--- src/rtl/ifmap_row_feeder_if.sv ---
// Feeder bus bundle: memory read port plus PE IFMap write port and credit return.
// The master side is the feeder; the slave side is memory plus the PE buffer.
interface ifmap_row_feeder_if #(
  parameter int DATA_WIDTH  = 16,
  parameter int IFMAP_WIDTH = 18,
  parameter int ADDR_WIDTH  = 10
);
  logic                   mem_ren;
  logic [ADDR_WIDTH-1:0]  mem_addr;
  logic [DATA_WIDTH-1:0]  mem_rdata;
  logic                   credit_return;
  logic [IFMAP_WIDTH-1:0] IFMap_out;
  logic                   wen_IFMap_buffer;

  modport master (
    output mem_ren, mem_addr, IFMap_out, wen_IFMap_buffer,
    input  mem_rdata, credit_return
  );

  modport slave (
    input  mem_ren, mem_addr, IFMap_out, wen_IFMap_buffer,
    output mem_rdata, credit_return
  );
endinterface

--- src/rtl/ifmap_row_feeder.sv ---
// Streams row_count x row_len words from 1-cycle-latency memory into the PE IFMap FIFO, tagged {sor,eor}.
// Write lands one cycle after mem_ren; issue stalls while credits==0, in-flight writes still complete.
module ifmap_row_feeder #(
  parameter int DATA_WIDTH  = 16,
  parameter int IFMAP_WIDTH = 18,
  parameter int ADDR_WIDTH  = 10,
  parameter int LEN_SIZE    = 8,
  parameter int FIFO_DEPTH  = 16
) (
  input  logic                  clk,
  input  logic                  rst,
  input  logic                  start,
  input  logic [ADDR_WIDTH-1:0] base_addr,
  input  logic [LEN_SIZE-1:0]   row_len,
  input  logic [LEN_SIZE-1:0]   row_count,
  ifmap_row_feeder_if.master    bus,
  output logic                  busy,
  output logic                  done,
  output logic                  credit_err
);
  localparam int CW = $clog2(FIFO_DEPTH + 1);
  localparam logic [CW-1:0] CREDIT_MAX = CW'(FIFO_DEPTH);

  typedef enum logic [1:0] {IDLE, RUN, DRAIN, DONE} state_t;

  state_t                 state;
  logic [ADDR_WIDTH-1:0]  ptr;
  logic [LEN_SIZE-1:0]    col, row, len_q, cnt_q;
  logic [CW-1:0]          credits;
  logic                   mem_ren_q, wen_q;
  logic [ADDR_WIDTH-1:0]  mem_addr_q;
  logic [1:0]             tag_rd, tag_wr;
  logic [IFMAP_WIDTH-1:0] out_hold;
  logic                   issue, last_col, last_row;

  assign issue    = (state == RUN) && (credits != '0);
  assign last_col = (col == len_q - LEN_SIZE'(1));
  assign last_row = (row == cnt_q - LEN_SIZE'(1));

  // Read data arrives unregistered, so the output muxes it in on the write cycle and holds otherwise.
  assign bus.mem_ren          = mem_ren_q;
  assign bus.mem_addr         = mem_addr_q;
  assign bus.wen_IFMap_buffer = wen_q;
  assign bus.IFMap_out        = wen_q ? IFMAP_WIDTH'({tag_wr, bus.mem_rdata}) : out_hold;

  always_ff @(posedge clk) begin
    if (rst) begin
      state      <= IDLE;
      ptr        <= '0;
      col        <= '0;
      row        <= '0;
      len_q      <= '0;
      cnt_q      <= '0;
      credits    <= CREDIT_MAX;
      credit_err <= 1'b0;
      mem_ren_q  <= 1'b0;
      mem_addr_q <= '0;
      wen_q      <= 1'b0;
      tag_rd     <= '0;
      tag_wr     <= '0;
      out_hold   <= '0;
      busy       <= 1'b0;
      done       <= 1'b0;
    end else begin
      mem_ren_q <= issue;
      wen_q     <= mem_ren_q;
      tag_wr    <= tag_rd;
      done      <= (state == DONE);
      if (wen_q)
        out_hold <= IFMAP_WIDTH'({tag_wr, bus.mem_rdata});

      // Simultaneous issue and return cancel out; a return at the cap is a protocol error.
      if (issue && !bus.credit_return)
        credits <= credits - CW'(1);
      else if (!issue && bus.credit_return) begin
        if (credits == CREDIT_MAX)
          credit_err <= 1'b1;
        else
          credits <= credits + CW'(1);
      end

      case (state)
        IDLE: begin
          if (start) begin
            len_q <= row_len;
            cnt_q <= row_count;
            ptr   <= base_addr;
            col   <= '0;
            row   <= '0;
            if (row_len == '0 || row_count == '0) begin
              state <= DONE;
              busy  <= 1'b0;
            end else begin
              state <= RUN;
              busy  <= 1'b1;
            end
          end
        end
        RUN: begin
          if (issue) begin
            mem_addr_q <= ptr;
            tag_rd     <= {col == '0, last_col};
            ptr        <= ptr + ADDR_WIDTH'(1);
            if (last_col) begin
              col <= '0;
              row <= row + LEN_SIZE'(1);
            end else begin
              col <= col + LEN_SIZE'(1);
            end
            if (last_col && last_row)
              state <= DRAIN;
          end
        end
        DRAIN: begin
          state <= DONE;
          busy  <= 1'b0;
        end
        DONE: begin
          state <= IDLE;
        end
        default: state <= IDLE;
      endcase
    end
  end
endmodule

--- src/flat_wrapper.sv ---
// flat-port wrapper written by rule: the top's interface ports become plain ports
module ifmap_row_feeder_flat 
#(
  parameter int DATA_WIDTH  = 16,
  parameter int IFMAP_WIDTH = 18,
  parameter int ADDR_WIDTH  = 10,
  parameter int LEN_SIZE    = 8,
  parameter int FIFO_DEPTH  = 16
)
  (clk, rst, start, base_addr, row_len, row_count, busy, done, credit_err, bus_mem_ren, bus_mem_addr, bus_IFMap_out, bus_wen_IFMap_buffer, bus_mem_rdata, bus_credit_return);
  ifmap_row_feeder_if #(.DATA_WIDTH(DATA_WIDTH), .IFMAP_WIDTH(IFMAP_WIDTH), .ADDR_WIDTH(ADDR_WIDTH)) bus_i ();
  input  logic clk;
  input  logic rst;
  input  logic start;
  input  logic [ADDR_WIDTH-1:0] base_addr;
  input  logic [LEN_SIZE-1:0] row_len;
  input  logic [LEN_SIZE-1:0] row_count;
  output logic busy;
  output logic done;
  output logic credit_err;
  output wire logic [$bits(bus_i.mem_ren)-1:0] bus_mem_ren;
  output wire logic [$bits(bus_i.mem_addr)-1:0] bus_mem_addr;
  output wire logic [$bits(bus_i.IFMap_out)-1:0] bus_IFMap_out;
  output wire logic [$bits(bus_i.wen_IFMap_buffer)-1:0] bus_wen_IFMap_buffer;
  input wire logic [$bits(bus_i.mem_rdata)-1:0] bus_mem_rdata;
  input wire logic [$bits(bus_i.credit_return)-1:0] bus_credit_return;
  assign bus_mem_ren = bus_i.mem_ren;
  assign bus_mem_addr = bus_i.mem_addr;
  assign bus_IFMap_out = bus_i.IFMap_out;
  assign bus_wen_IFMap_buffer = bus_i.wen_IFMap_buffer;
  assign bus_i.mem_rdata = bus_mem_rdata;
  assign bus_i.credit_return = bus_credit_return;
  ifmap_row_feeder #(.DATA_WIDTH(DATA_WIDTH), .IFMAP_WIDTH(IFMAP_WIDTH), .ADDR_WIDTH(ADDR_WIDTH), .LEN_SIZE(LEN_SIZE), .FIFO_DEPTH(FIFO_DEPTH)) u_core (.clk(clk), .rst(rst), .start(start), .base_addr(base_addr), .row_len(row_len), .row_count(row_count), .bus(bus_i), .busy(busy), .done(done), .credit_err(credit_err));
endmodule
--- config.mk ---
export PLATFORM = sky130hd
export DESIGN_NAME = ifmap_row_feeder_flat
export DESIGN_NICKNAME = d
export VERILOG_FILES = /design/src/rtl/ifmap_row_feeder_if.sv /design/src/rtl/ifmap_row_feeder.sv /design/src/flat_wrapper.sv
export SDC_FILE = /design/constraint.sdc
export NUM_CORES = 1
export LEC_CHECK = 0
export ABC_AREA = 1
export ABC_CLOCK_PERIOD_IN_PS = 2600
export BUFFER_PORTS_ARGS = -buffer_cell sky130_fd_sc_hd__buf_2
export CAP_MARGIN = 15
export CORE_MARGIN = 5
export CORE_UTILIZATION = 30
export DETAILED_ROUTE_END_ITERATION = 16
export PLACE_DENSITY = 0.5
export SYNTH_ARGS = -nofsm -noshare
export SYNTH_HDL_FRONTEND = slang
export SYNTH_SLANG_ARGS = --single-unit
--- constraint.sdc ---
create_clock -name clk -period 2.6 [get_ports clk]
set_input_delay 0.26 -clock clk [delete_from_list [all_inputs] [get_ports clk]]
set_output_delay 0.26 -clock clk [all_outputs]
set_load 0.01 [all_outputs]
==> results of run 1 <==
[worst register-to-register path, stage by stage, from the launching register on]
cell,delay (ns)
dfxtp_1,0.40
nor2_1,0.08
nand3_1,0.09
inv_1,0.06
nand2_1,0.07
nand2_2,0.05
inv_1,0.07
ha_2,0.25
inv_1,0.10
fa_1,0.42
nor2_1,0.17
a211oi_2,0.06
a21oi_1,0.18
o21ai_0,0.09
a21o_1,0.15
[flip-flops by register name, summed over array words and instances (netlist names)]
register                     flops
u_core.col                       8
u_core.tag_wr                    2
u_core.busy                      1
u_core.done                      1
u_core.row                       8
u_core.credits                   5
u_core.state                     2
u_core.tag_rd                    2
u_core.bus.wen_IFMap_buffer      1
u_core.credit_err                1
u_core.out_hold                 18
u_core.bus.mem_ren               1
u_core.cnt_q                     8
u_core.bus.mem_addr             10
u_core.len_q                     8
u_core.ptr                      10
[worst max path at each step]
stage / startpoint / end / slack (ns) / cells past startpoint
final: u_core.credits[2] / u_core.credits[4] / 0.27 / 14
after global routing: u_core.credits[2] / u_core.credits[4] / 0.04 / 15
after CTS: u_core.credits[2] / u_core.credits[4] / 0.24 / 15
after detailed placement: u_core.credits[2] / u_core.credits[4] / 0.26 / 15
after global placement: u_core.credits[2] / u_core.credits[4] / 0.30 / 15
after floorplan: u_core.state[1] / u_core.credits[4] / 0.01 / 15
[what timing repair did]
| item | CTS | global route |
|---|---|---|
| setup buffers | 0 | 0 |
| setup endpoints to repair | 0 | 1 |
| gates resized for setup | 0 | 1 |
[layout by cell type, fill, tap and decap left out, types with 6 or more instances in the layout]
| cell type | instances |
|---|---|
| dfxtp_1 | 86 |
| a21oi_1 | 59 |
| nand3_1 | 35 |
| inv_1 | 62 |
| nand4_1 | 8 |
| xor2_1 | 10 |
| o21ai_0 | 45 |
| nor2_1 | 72 |
| a31oi_1 | 6 |
| nor3_1 | 6 |
| nand2_1 | 172 |
| buf_2 | 78 |
| buf_4 | 9 |
| ha_1 | 13 |
| clkbuf_16 | 9 |
[cell families (layout without fill, tap and decap cells)]
family          count (synthesis)  count (layout)  share of synthesized area [%]
simple gates                  317             317                          30.48
compound gates                120             120                          14.42
buf+inv                        87             168                          8.442
flops                          86              86                          38.98
fa+ha+maj                      16              16                          4.703
xor+xnor                       15              15                          2.974
[routing by layer]
metal,share of wire [%],up-vias,wire length [um]
li1,-,2230,-
met1,48,1876,5389
met2,47,60,5304
met3,3.6,14,410
met4,1.7,0,194
met5,0,-,0
[cell type report]
class,count,share of cell area [%]
timing repair buffer,87,8.624
multi-input combinational,468,44.16
inverter,65,4.595
sequential,86,32.42
tap,184,4.336
clock buffer,12,4.830
clock inverter,4,1.037
[power by group through the flow]
stage,logic (uW),clock network (uW),registers (uW)
6_report,2140,1340,1840
3_5_place_dp,2150,0,1870
5_1_grt,2460,1450,1880
2_1_floorplan,1610,0,1860
4_1_cts,2160,1390,1840
3_3_place_gp,2130,0,1860
[metrics by stage]
stage	hold WS, ns	power [uW]
after floorplan	0.3997	3470
after global placement	0.4090	3991
after detailed placement	0.4119	4022
after CTS	0.1650	5389
after global routing	0.1657	5785
final	0.1718	5323
==> impl_metrics.env, run 1 <==
export IMPL_outcome="finished, final reports clean"
export IMPL_drive_above_1_share_pct=17.31
export IMPL_use_met2_pct=21.22
export IMPL_netlist_top_cells_area="dfxtp_1 (39%), nand2_1 (15%), a21oi_1 (6.7%), nor2_1 (6.1%), inv_1 (5.3%)"
export IMPL_netlist_instances=641
export IMPL_pwr_share_comb_pct=40.2
export IMPL_worstPathCellList="nor2_1 > nand3_1 > inv_1 > nand2_1 > nand2_2 > inv_1 > ha_2 > inv_1 > fa_1 > nor2_1 > a211oi_2 > a21oi_1 > o21ai_0 > a21o_1"
export IMPL_slowest_delay_ns=0.42
export IMPL_seq_area_frac_synth_pct=38.98
export IMPL_reg2reg_slack_ns=0.27
export IMPL_first_pass_iters=4
export IMPL_cts_root_buf="clkbuf_16"
export IMPL_core_area_um2=14480
export IMPL_worstMarginPinSlew_ns=0.5964
export IMPL_grt_max_degree=38
export IMPL_hold_viol_final=0
export IMPL_dp_cells=890
export IMPL_wire_per_inst_um=12.47
export IMPL_regArea_um2=1722
export IMPL_r2r_start="u_core.credits[2]"
export IMPL_ant_nets=0
export IMPL_p_sw_uw=2126
export IMPL_timing_final_crit_share_pct=89.46
export IMPL_viasPerCell=4.614
export IMPL_path_delay_family="adder cells"
export IMPL_via_count=4180
export IMPL_min_path_type="input port to flop"
export IMPL_die_w_um=131.3
export IMPL_period_minus_slack_ns=2.326
export IMPL_cts_htree_levels=3
export IMPL_placed_area_um2=4994
export IMPL_synth_top_area_cell="dfxtp_1"
export IMPL_p_int_uw=3197
export IMPL_ys_warn_count=0
export IMPL_layout_nets=779
export IMPL_ctsHoldBuffers=0
export IMPL_power_frac_seq_pct=34.5
export IMPL_grt_pass1_wl_mm=19.10
export IMPL_r2r_end="u_core.credits[4]"
export IMPL_end_kind="flop"
export IMPL_p_sw_share_pct=39.95
export IMPL_fin_ws_ns=0.2741
export IMPL_use_met3_pct=3.364
export IMPL_synth_edf_count=0
export IMPL_cts_sinks=86
export IMPL_drt_initial_drc_count=239
export IMPL_die_h_um=131.3
export IMPL_overflow=0
export IMPL_yosysMostFrequentCell="nand2_1"
export IMPL_cts_tree="done"
export IMPL_fin_util_pct=36.67
export IMPL_grtUsageMet1_pct=17.13
export IMPL_slowest_stage="fa_1"
export IMPL_async_flop_share_pct=0
export IMPL_fmaxAchievable_mhz=429.9
export IMPL_p_leak_uw=0.002442
export IMPL_p_per_area_nw_per_um2=1002
export IMPL_synth_top_flop_cell="dfxtp_1"
export IMPL_rsz0062_at_grt="false"
export IMPL_drv_slew=0
export IMPL_first_global_vias=3891
export IMPL_crit_top_cell="inv_1"
export IMPL_maxCapViolCount=0
export IMPL_instances_no_fill=906
export IMPL_areaGrowthSynthToFinish_pct=20.23
export IMPL_hold_depth=3
export IMPL_crit_buf_inv=3
export IMPL_antenna_found_initial=0
export IMPL_syn_num_nets=703
export IMPL_clk_pin_slew_worst_paths_ns=0.06
export IMPL_ioPinCount=79
export IMPL_fin_tns_setup_ns=0
export IMPL_multiInputGateArea_um2=2345
export IMPL_grt_busiest_layer="met2"
export IMPL_synth_top_area_share_pct=38.98
export IMPL_drcViolationCount=0
export IMPL_final_area_um2=5310
export IMPL_setup_viol=0
export IMPL_die_area_um2=17250
export IMPL_place_gp_congestion=0.8308
export IMPL_clk_latency_ns=0.35
export IMPL_worstPathArrival_ns=2.57
export IMPL_final_fill_count=1522
export IMPL_worst_setup_path_start_kind="flop"
export IMPL_antenna_cells=0
export IMPL_track_usage_pct=13.24
export IMPL_synthTopCellsByCount="nand2_1 (173), dfxtp_1 (86), nor2_1 (72)"
export IMPL_ir_drop_mv=0.3579
export IMPL_power_share_clock_pct=25.3
export IMPL_synth_cell_area_um2=4417
export IMPL_dpl_hpwl_mm=8.515
export IMPL_synth_cell_types=40
export IMPL_initial_core_util_pct=30.50
export IMPL_hp_start="base_addr[4]"
export IMPL_ys_ff_latch=86
export IMPL_clk_path_buf_depth=2
export IMPL_avgSynthCellArea_um2=6.890
export IMPL_critPathKind="flop to flop"
export IMPL_relSlewSlack_pct=59.87
export IMPL_routed_wl_mm=11.30
export IMPL_rows=44
export IMPL_final_setup_skew_ns=0.007155
export IMPL_r2r_cells=14
export IMPL_io_buffers=78
export IMPL_crit_fanout=5
export IMPL_post_place_ws_ns=0.2632
export IMPL_required_ns=2.84
export IMPL_holdPathEnd="u_core.ptr[4]"
export IMPL_numCtsBuffers=9
No activity file was read; power rests on OpenSTA's default activity.
==> run 2: changes to the inputs <==
--- a/config.mk
+++ b/config.mk
@@ -10,9 +10,9 @@
 export BUFFER_PORTS_ARGS = -buffer_cell sky130_fd_sc_hd__buf_2
 export CAP_MARGIN = 15
 export CORE_MARGIN = 5
-export CORE_UTILIZATION = 30
+export CORE_UTILIZATION = 51
 export DETAILED_ROUTE_END_ITERATION = 16
-export PLACE_DENSITY = 0.5
+export PLACE_DENSITY = 0.77
 export SYNTH_ARGS = -nofsm -noshare
 export SYNTH_HDL_FRONTEND = slang
 export SYNTH_SLANG_ARGS = --single-unit
==> constraint.sdc (replaced) <==
create_clock -name clk -period 2.6 [get_ports clk]
set_input_delay 0.65 -clock clk [delete_from_list [all_inputs] [get_ports clk]]
set_output_delay 0.65 -clock clk [all_outputs]
set_load 0.01 [all_outputs]
==> run 2 against run 1 <==
Effect of this change: clock-buffer cell count decreased by 3; critical endpoint unchanged; non-clock buffer count decreased by 1; hold slack improved by 0.26 ns; combinational power about the same; power decreased by 7.0%; via count increased by 2.2%.
==> impl_metrics.env, run 2 (same netlist as run 1, synthesis figures left out) <==
export IMPL_antenna_found_initial=0
export IMPL_rsz0062_at_grt="false"
export IMPL_numCtsBuffers=9
export IMPL_io_buffers=78
export IMPL_min_path_type="flop to flop"
export IMPL_maxCapViolCount=0
export IMPL_worstMarginPinSlew_ns=0.6242
export IMPL_p_per_area_nw_per_um2=969.5
export IMPL_fin_util_pct=59.42
export IMPL_wire_per_inst_um=12.15
export IMPL_drcViolationCount=0
export IMPL_final_common_cell="nand2_1"
export IMPL_instances_no_fill=829
export IMPL_die_area_um2=10620
export IMPL_drv_slew=0
export IMPL_crit_fanout=5
export IMPL_antenna_cells=0
export IMPL_die_w_um=103.1
export IMPL_p_leak_uw=0.002391
export IMPL_r2r_start="u_core.credits[2]"
export IMPL_hp_start="u_core.bus.mem_ren"
export IMPL_period_minus_slack_ns=2.343
export IMPL_grt_pass1_wl_mm=17.01
export IMPL_cts_htree_levels=3
export IMPL_clk_latency_ns=0.36
export IMPL_top_register="u_core.out_hold"
export IMPL_critPathKind="flop to flop"
export IMPL_cts_tree="done"
export IMPL_relSlewSlack_pct=58.38
export IMPL_first_pass_iters=4
export IMPL_outcome="finished, final reports clean"
export IMPL_slowest_stage="dfxtp_1"
export IMPL_overflow=0
export IMPL_first_global_vias=4029
export IMPL_initial_core_util_pct=51.40
export IMPL_multiInputGateArea_um2=2340
export IMPL_cts_setup_buffers=0
export IMPL_cts_sinks=86
export IMPL_final_setup_skew_ns=0.01445
export IMPL_startpoint="u_core.credits[2]"
export IMPL_layout_nets=778
export IMPL_fmaxAchievable_mhz=426.8
export IMPL_hold_viol_final=0
export IMPL_timing_final_crit_share_pct=90.12
export IMPL_holdWs_ns=0.4367
export IMPL_via_count=4273
export IMPL_fin_tns_setup_ns=0
export IMPL_routed_wl_mm=10.08
export IMPL_required_ns=2.86
export IMPL_areaGrowthSynthToFinish_pct=15.61
export IMPL_drt_initial_drc_count=181
export IMPL_largest_reg_flops=18
export IMPL_regArea_um2=1722
export IMPL_place_gp_congestion=0.8673
export IMPL_drive_above_1_share_pct=17.20
export IMPL_rows=34
export IMPL_final_fill_count=799
export IMPL_dp_cells=813
export IMPL_clk_path_buf_depth=2
export IMPL_worstPathCellList="nor2_1 > nand3_1 > inv_1 > nand2_1 > nand2_2 > inv_1 > ha_2 > ha_1 > nand2_1 > nor2_1 > a211oi_1 > o21ai_0 > a21oi_1 > o21ai_0 > a21o_1"
export IMPL_grt_max_degree=41
export IMPL_ir_drop_mv=0.6603
export IMPL_viasPerCell=5.154
export IMPL_power_uw=4950
export IMPL_final_cell_mix="nand2_1 (172), dfxtp_1 (86), buf_2 (78)"
export IMPL_cts_root_buf="clkbuf_8"
export IMPL_core_area_um2=8593
export IMPL_end_kind="flop"
export IMPL_worstPathArrival_ns=2.60
export IMPL_ioPinCount=79
export IMPL_clk_pin_slew_worst_paths_ns=0.09
export IMPL_track_usage_pct=19.67
export IMPL_worst_setup_path_start_kind="flop"
export IMPL_die_h_um=103.1
export IMPL_ant_nets=0
export IMPL_setup_viol=0
export IMPL_dpl_hpwl_mm=7.587
export IMPL_slowest_delay_ns=0.36
run 2: stage by stage:
stage | cell area, um2 | worst slack [ns]
3_5_place_dp | 4891 | 0.2586
2_1_floorplan | 4437 | 0.01234
3_3_place_gp | 4891 | 0.3369
4_1_cts | 5104 | 0.2301
5_1_grt | 5106 | 0.01352
6_report | 5106 | 0.2568
run 2: metal layers:
layer / routed length (um) / share of wire, % / vias to the layer above / GRT usage, %
met5: 0 / 0 / - / 0
met4: 127 / 1.3 / 0 / 7.669
met3: 399 / 4.0 / 16 / 3.248
li1: - / - / 2234 / -
met2: 5251 / 52 / 77 / 36.36
met1: 4297 / 43 / 1946 / 22.42
run 2: worst max-delay path, delay by kind of cell, from the launching register on:
| family | cells | cell delay [ns] |
|---|---|---|
| adder cells (fa/ha/maj) | 2 | 0.53 |
| flip-flops | 1 | 0.36 |
| buffers and inverters | 2 | 0.13 |
| AO/OA/AOI/OAI | 5 | 0.77 |
| AND/OR/NAND/NOR | 6 | 0.46 |
run 2: power breakdown:
group | total (uW) | switching (uW) | leakage (uW) | internal [uW]
logic | 2110 | 1330 | 0.00158 | 773
clock network | 1000 | 539 | 0.000104 | 464
registers | 1840 | 220 | 0.000703 | 1620
total | 4950 | 2090 | 0.00239 | 2860
run 2: area by class of cell:
cell class	count	share of cell area [%]
repair buffers	86	8.821
clock inverters	7	1.740
multi-input cells	468	45.82
well taps	108	2.646
inverters	65	4.827
flip-flops and latches	86	33.72
clock buffers	9	2.426
run 2: timing repair:
| action | in CTS | in global routing |
|---|---|---|
| hold buffers | 0 | 0 |
| endpoints found under the setup margin | 0 | 1 |
| gates resized for setup | 0 | 2 |
run 2: path summary, 6_finish.rpt:
check | to | slack, ns | depth (start not counted)
setup reg to reg | u_core.credits[4] | 0.26 | 15
hold / removal | u_core.bus.wen_IFMap_buffer | 0.44 | 2
hold reg to reg | u_core.bus.wen_IFMap_buffer | 0.44 | 2
setup / recovery | u_core.credits[4] | 0.26 | 15
